===== src/rtl/uart_tx_fifo.sv =====
// uart_tx_fifo
//   Transmit-side byte buffer and load sequencer for the uart transmitter.
//   Bytes pushed on clk are queued in a circular FIFO and handed to the
//   uart one at a time over a four-phase ld_tx_req/ld_tx_ack handshake.
//   A new byte is started only when the uart reports its transmitter empty.
//
// Ports
//   clk        in   system clock, all logic on posedge
//   reset_n    in   asynchronous active-low reset
//   wr_en      in   push wr_data this cycle
//   wr_data    in   [7:0] byte to enqueue
//   flush      in   discard all queued bytes (one-cycle pulse)
//   clr_ovf    in   clear sticky overflow
//   full       out  FIFO holds 2**DEPTH_LOG2 bytes
//   count      out  [DEPTH_LOG2:0] bytes queued (byte in tx_data excluded)
//   overflow   out  sticky: a push was dropped
//   idle       out  FIFO empty, sequencer idle and uart transmitter empty
//   ld_tx_req  out  load request to uart
//   ld_tx_ack  in   uart acknowledge (uart clock domain, asynchronous)
//   tx_data    out  [7:0] byte presented to uart, stable through REQ/ACK
//   tx_empty   in   uart transmitter empty (uart clock domain, asynchronous)

module uart_tx_fifo #(
    parameter int DEPTH_LOG2 = 4
) (
    input  logic                  clk,
    input  logic                  reset_n,
    input  logic                  wr_en,
    input  logic [7:0]            wr_data,
    input  logic                  flush,
    input  logic                  clr_ovf,
    output logic                  full,
    output logic [DEPTH_LOG2:0]   count,
    output logic                  overflow,
    output logic                  idle,
    output logic                  ld_tx_req,
    input  logic                  ld_tx_ack,
    output logic [7:0]            tx_data,
    input  logic                  tx_empty
);

    localparam int DEPTH = 1 << DEPTH_LOG2;
    localparam logic [DEPTH_LOG2:0] PTR_ONE = {{DEPTH_LOG2{1'b0}}, 1'b1};

    typedef enum logic [1:0] {
        ST_IDLE = 2'd0,
        ST_REQ  = 2'd1,
        ST_DROP = 2'd2
    } state_t;

    state_t              state;
    state_t              state_nxt;
    logic                req_nxt;
    logic                pop;
    logic                push;
    logic                drop;
    logic                fifo_empty;

    logic                ack_meta;
    logic                ack_s;
    logic                empty_meta;
    logic                empty_s;

    logic [DEPTH_LOG2:0] wr_ptr;
    logic [DEPTH_LOG2:0] rd_ptr;
    logic [7:0]          mem [DEPTH];

    // Two-flop synchronisers; empty resets high so a freshly reset block
    // believes the uart is ready, matching an idle uart after power-up.
    always_ff @(posedge clk or negedge reset_n) begin
        if (!reset_n) begin
            ack_meta   <= 1'b0;
            ack_s      <= 1'b0;
            empty_meta <= 1'b1;
            empty_s    <= 1'b1;
        end else begin
            ack_meta   <= ld_tx_ack;
            ack_s      <= ack_meta;
            empty_meta <= tx_empty;
            empty_s    <= empty_meta;
        end
    end

    // Pointers carry one extra wrap bit so full and empty are distinguishable.
    assign fifo_empty = (wr_ptr == rd_ptr);
    assign full       = (wr_ptr[DEPTH_LOG2] != rd_ptr[DEPTH_LOG2]) &&
                        (wr_ptr[DEPTH_LOG2-1:0] == rd_ptr[DEPTH_LOG2-1:0]);
    assign count      = wr_ptr - rd_ptr;

    // A same-cycle pop frees a slot, so a push at full still lands.
    // A flush swallows any push offered alongside it.
    assign push = wr_en && !flush && (!full || pop);
    assign drop = wr_en && !flush && full && !pop;

    assign idle = fifo_empty && (state == ST_IDLE) && empty_s;

    always_comb begin
        state_nxt = state;
        req_nxt   = ld_tx_req;
        pop       = 1'b0;
        case (state)
            ST_IDLE: begin
                // !ack_s keeps us from starting while the uart is still
                // finishing the previous handshake.
                if (!fifo_empty && empty_s && !ack_s) begin
                    pop       = 1'b1;
                    req_nxt   = 1'b1;
                    state_nxt = ST_REQ;
                end
            end
            ST_REQ: begin
                if (ack_s) begin
                    req_nxt   = 1'b0;
                    state_nxt = ST_DROP;
                end
            end
            ST_DROP: begin
                if (!ack_s) begin
                    state_nxt = ST_IDLE;
                end
            end
            default: begin
                req_nxt   = 1'b0;
                state_nxt = ST_IDLE;
            end
        endcase
    end

    always_ff @(posedge clk or negedge reset_n) begin
        if (!reset_n) begin
            state     <= ST_IDLE;
            ld_tx_req <= 1'b0;
        end else begin
            state     <= state_nxt;
            ld_tx_req <= req_nxt;
        end
    end

    // Storage is not reset; only the pointers define what is valid.
    always_ff @(posedge clk) begin
        if (push) begin
            mem[wr_ptr[DEPTH_LOG2-1:0]] <= wr_data;
        end
    end

    always_ff @(posedge clk or negedge reset_n) begin
        if (!reset_n) begin
            wr_ptr <= '0;
            rd_ptr <= '0;
        end else begin
            if (push) begin
                wr_ptr <= wr_ptr + PTR_ONE;
            end
            if (flush) begin
                rd_ptr <= wr_ptr;
            end else if (pop) begin
                rd_ptr <= rd_ptr + PTR_ONE;
            end
        end
    end

    // tx_data only changes on a pop, so it is stable for the whole handshake
    // even if the queue behind it is flushed.
    always_ff @(posedge clk or negedge reset_n) begin
        if (!reset_n) begin
            tx_data <= 8'h00;
        end else if (pop) begin
            tx_data <= mem[rd_ptr[DEPTH_LOG2-1:0]];
        end
    end

    // A drop in the same cycle as clr_ovf wins, so no dropped byte goes unreported.
    always_ff @(posedge clk or negedge reset_n) begin
        if (!reset_n) begin
            overflow <= 1'b0;
        end else if (drop) begin
            overflow <= 1'b1;
        end else if (clr_ovf) begin
            overflow <= 1'b0;
        end
    end

endmodule


===== config.mk =====
export PLATFORM = sky130hd
export DESIGN_NAME = uart_tx_fifo
export DESIGN_NICKNAME = d
export VERILOG_FILES = /design/src/rtl/uart_tx_fifo.sv
export SDC_FILE = /design/constraint.sdc
export NUM_CORES = 1
export LEC_CHECK = 0
export CAP_MARGIN = 20
export CORE_UTILIZATION = 60
export DETAILED_ROUTE_END_ITERATION = 7
export PLACE_DENSITY = 0.81
export SETUP_SLACK_MARGIN = 0.5
export SLEW_MARGIN = 20
export SYNTH_ARGS = -nofsm -noshare
export SYNTH_HDL_FRONTEND = slang
export SYNTH_SLANG_ARGS = --single-unit

===== constraint.sdc =====
create_clock -name clk -period 6.4 [get_ports clk]
set_clock_uncertainty 0.05 [all_clocks]
set_input_delay 1.28 -clock clk [delete_from_list [all_inputs] [get_ports clk]]
set_output_delay 1.28 -clock clk [all_outputs]
set_load 0.01 [all_outputs]

After elaboration in Yosys (flattened, before gate mapping)
Memory sizes are Yosys's and may differ from the RTL's. A register that Yosys moved wholly into a read port is not among the register bits.
Cells that the tools add are included.
W data, S select, Z words.
{"block": "totals", "ff_bits": 18, "mem_bits_rw": 128, "input_bits": 15, "output_inout_bits": 17, "memories": 1}
{"block": "op_classes", "n_addsub": 3, "eq_ne": 8, "n_mux": 15, "n_bitwise": 1, "reduce_logical": 21}
{"memory": "mem", "depth": 16, "width": 8, "rd": 1, "rd_ports_with_merged_regs": 1, "wr": 1, "line": "66", "rtl": "logic [7:0] mem [DEPTH];"}
{"cell": "$add A5 B1 Y5 const B", "count": 2}
{"cell": "$mux W5", "count": 2}
{"cell": "$logic_and A1 B1 Y1", "count": 9}
{"cell": "$mux W1", "count": 8}
{"cell": "$logic_not A1 Y1", "count": 6}
{"cell": "$mux W2", "count": 3}
{"cell": "$pmux W2 S3", "count": 1}
{"cell": "$reduce_and A3 Y1", "count": 2}
{"cell": "$eq A5 B5 Y1", "count": 1}
{"cell": "$sub A5 B5 Y5", "count": 1}
{"cell": "$eq A4 B4 Y1", "count": 1}
{"cell": "$ne A2 B2 Y1 const B", "count": 2}
{"cell": "$reduce_bool A2 Y1", "count": 2}
{"cell": "$pmux W1 S3", "count": 1}
{"cell": "$eq A2 B1 Y1 const B", "count": 1}
{"cell": "$eq A2 B2 Y1 const B", "count": 1}
{"cell": "$logic_not A2 Y1", "count": 1}
{"cell": "$ne A2 B1 Y1 const B", "count": 1}
{"cell": "$logic_or A1 B1 Y1", "count": 1}
{"cell": "$ne A1 B1 Y1", "count": 1}
{"cell": "$not A1 Y1", "count": 1}

Logic depth before layout (Yosys ltp)
{"block": "logic_depth", "ltp_word": 10, "mapped_depth": 9, "ltp_nobuf": 7}

Worst setup path before layout
Ideal clock, no wire load.
{"block": "synth_path", "kind": "reg-to-output", "startpoint": "reg rd_ptr[2]", "endpoint": "out idle", "arrival_ns": 2.122, "required_ns": 5.070, "setup_slack_ns": 2.948, "path_stages_with_launch": 8, "n_path_buf": 2, "path_cell_list": "dfrtp_1 -> buf_2 -> buf_1 -> inv_1 -> ha_1 -> and4_1 -> nand2_1 -> nor4b_1"}
{"block": "synth_via", "elab_chain_cells": 3}
{"item": "from (decl)", "line": "65", "rtl": "logic [DEPTH_LOG2:0] rd_ptr;"}
{"item": "from (signal assigned)", "line": "155", "rtl": "rd_ptr <= wr_ptr;"}
{"item": "from (signal assigned)", "line": "157", "rtl": "rd_ptr <= rd_ptr + PTR_ONE;"}
{"item": "$eq A5 B5 Y1", "line": "85", "rtl": "assign fifo_empty = (wr_ptr == rd_ptr);"}
{"item": "$logic_and A1 B1 Y1 (2 in series)", "line": "95", "rtl": "assign idle = fifo_empty && (state == ST_IDLE) && empty_s;"}
{"item": "to (decl)", "line": "35", "rtl": "output logic idle,"}
Every way passes these cells.

Final worst setup path
Ends and elaborated chain as after synthesis.

==> metrics <==
Yosys cell types between 40 and 50; Top FF cell, synth edfxtp_1; Skew-Pair Late Insertion Delay about 530 ps; initial DRC count 231; die area between 10,000 and 15,000 um2; area grow syn2layout 16.5%; Placer Congestion 0.878; unrepaired setup endpoints after global routing no; synth warn 0; Arrival @ worst endpoint approximately 3200 ps; ys async rst share 16.9%; Slew Limit Headroom between 30 and 40%; first-pass GRT wire length roughly 18,000 um; Setup crit end kind output pin; CTS hold repair buffers 0; CTS tree done; switching share of power a little under a third; dpl hpwl about 7000 um; pins over their slew limit 0; DR vias between 3,000 and 4,000; largest net degree at the start of global routing 36; most frequent cells in the layout edfxtp_1 (128), clkdlybuf4s50_1 (31), mux4_2 (25), dfrtp_1 (23); # resized after CTS 0; Mapped Area ~6300 um2; row count 37; syn_area_per_cell ~19 um2; Worst-Margin Slew around 1000 ps; die height between 100 and 150 um; maxcap violations 0; Root Buffer clkbuf_8; Post-synth EDFFs 128; share of layout cells above drive strength 1 20.8%; vias in the first global route 3,304; Final min period 4480 ps; Nets 396; post-route insts no fill 520; Vias per Instance between 6 and 7; Static Leakage 2.50 nW; Crit Path Class reg2out; port buffer count 31; PnR worst setup slack a little under 2000 ps; drc violations 0; Top Ports 32; Critical Path Start Type register; Hold Crit Class reg2reg; CTS sink cnt 154; Routed WL about 12,000 um; maximum VDD drop roughly 350 uV; Core ar. about 10,000 um2; Worst-path clk slew approximately 70 ps; Final Cycle Share about 70%; H-Tree Depth 4; clock power share a little under a third; Placed Cells about 490; CTS Buffer Depth 2; internal power ~2.4 mW; Seq/Total Area, Yosys between 70% and 80%; Setup Viol. Count Final 0; number of nets with antenna violations after routing 0; combinational power share roughly 31%; most common cell after layout, fill and taps aside edfxtp_1; Inserted Clock Buffers 17; worst path required time around 5100 ps; syn nets between 300 and 400; CP Max Fanout 35; worst slack at placement about 2500 ps; initial antenna violation count 0; status complete, no violations; Max Clk Rate ~0.22 GHz; GRT Total Usage 24.2%; final-layout fill cell count roughly 640; TNS Setup 0 ps; ANT cells 0; Initial Util 61.4%; Overflow after GRT 0; post-CTS setup buffers 0; #FFs+latches synth around 150; Gate Count Post-Synth 330; P_sw a little over 1 mW; Fin. Hold Viols 0; DR pass1 iterations 4; reg-to-reg slack, setup between 3000 and 4000 ps; Die W 105 um; power per standard cell area 461 nW/um2; WL/cell 23.0 um; Flop pwr share 38.1%
-- path summary, 6_finish.rpt --
kind,startpoint,to,cells past startpoint
setup reg to reg,rd_ptr[2]$_DFFE_PN0P_,mem[0][1]$_DFFE_PP_,7
setup / recovery,rd_ptr[2]$_DFFE_PN0P_,idle,7
min in group asynchronous,reset_n,wr_ptr[4]$_DFFE_PN0P_,2
hold reg to reg,ack_meta$_DFF_PN0_,ack_s$_DFF_PN0_,0
max in group asynchronous,reset_n,empty_meta$_DFF_PN1_,2
hold / removal,ack_meta$_DFF_PN0_,ack_s$_DFF_PN0_,0
-- metal layers --
| metal | part of all wire, % | track usage [%] |
|---|---|---|
| met2 | 51 | 38.2 |
| met3 | 6.2 | 7.11 |
| met1 | 41 | 30.9 |
| met5 | 0 | 0 |
| met4 | 2.5 | 12.2 |
-- power groups by stage --
stage | sequential, mW | clock, mW | combinational [mW]
after floorplan | 1.29 | 0 | 0.716
after global placement | 1.30 | 0 | 1.01
after detailed placement | 1.30 | 0 | 1.04
after CTS | 1.29 | 1.07 | 1.05
after global routing | 1.30 | 1.10 | 1.12
final | 1.29 | 1.05 | 1.04
-- per-stage QoR --
step	total power, mW	util [%]	instance area, um2	hold WS [ps]
after floorplan	2.00	-	6310	281
after global placement	2.31	65.4	6720	286
after detailed placement	2.34	65.4	6720	289
after CTS	3.40	71.5	7350	315
after global routing	3.52	71.5	7350	317
final	3.39	71.5	7350	315
-- worst max-delay path, cell delays in order (launching register included) --
cell and delay [ps]:
dfrtp_1 330, buf_4 430, inv_1 160, ha_1 390, and4_1 330, nand2_1 90, nor4b_1 300, clkdlybuf4s50_1 580
-- registers in the layout, summed over array words and instances (netlist names) --
| signal | flops |
|---|---|
| ack_s | 1 |
| overflow | 1 |
| ld_tx_req | 1 |
| wr_ptr | 5 |
| empty_meta | 1 |
| mem | 128 |
| rd_ptr | 5 |
| empty_s | 1 |
| tx_data | 8 |
| ack_meta | 1 |
| state | 2 |
-- logic make-up after synthesis --
logic type	Yosys count	synth area share (%)
AOI/OAI and AO/OA	45	4.82
DFF	154	71.3
and+or+nand+nor	44	4.24
muxes	41	13.4
xor gates and xnor gates	14	2.06
buffers and inverters	22	2.06
adders and majority gates	10	2.10
-- final cells by class --
cell class	instances	area [um2]	area share [%]
Sequential cell	154	4500	61.2
Multi-Input combinational cell	154	1680	22.9
Clock buffer	17	414	5.64
Timing Repair Buffer	34	333	4.53
Clock inverter	15	213	2.90
Tap cell	136	170	2.32
Inverter	10	37.5	0.511
-- synthesized netlist by cell type (3+ instances only) --
library cell	number	area, um2
edfxtp_1	128	3840
mux4_2	25	563
dfrtp_1	24	601
and2_1	16	100
o22ai_1	16	100
a21oi_1	10	50.1
nand2_1	10	37.5
ha_1	9	113
inv_1	9	33.8
xnor2_1	9	78.8
mux2_2	8	90.1
mux4_1	7	184
a21o_1	4	30.0
buf_2	4	20.0
nand3_1	4	20.0
nor2_1	4	15.0
o21ai_1	4	20.0
xor2_1	4	35.0
buf_6	3	33.8
o21ai_0	3	15.0
No activity file was read; power rests on OpenSTA's default activity.
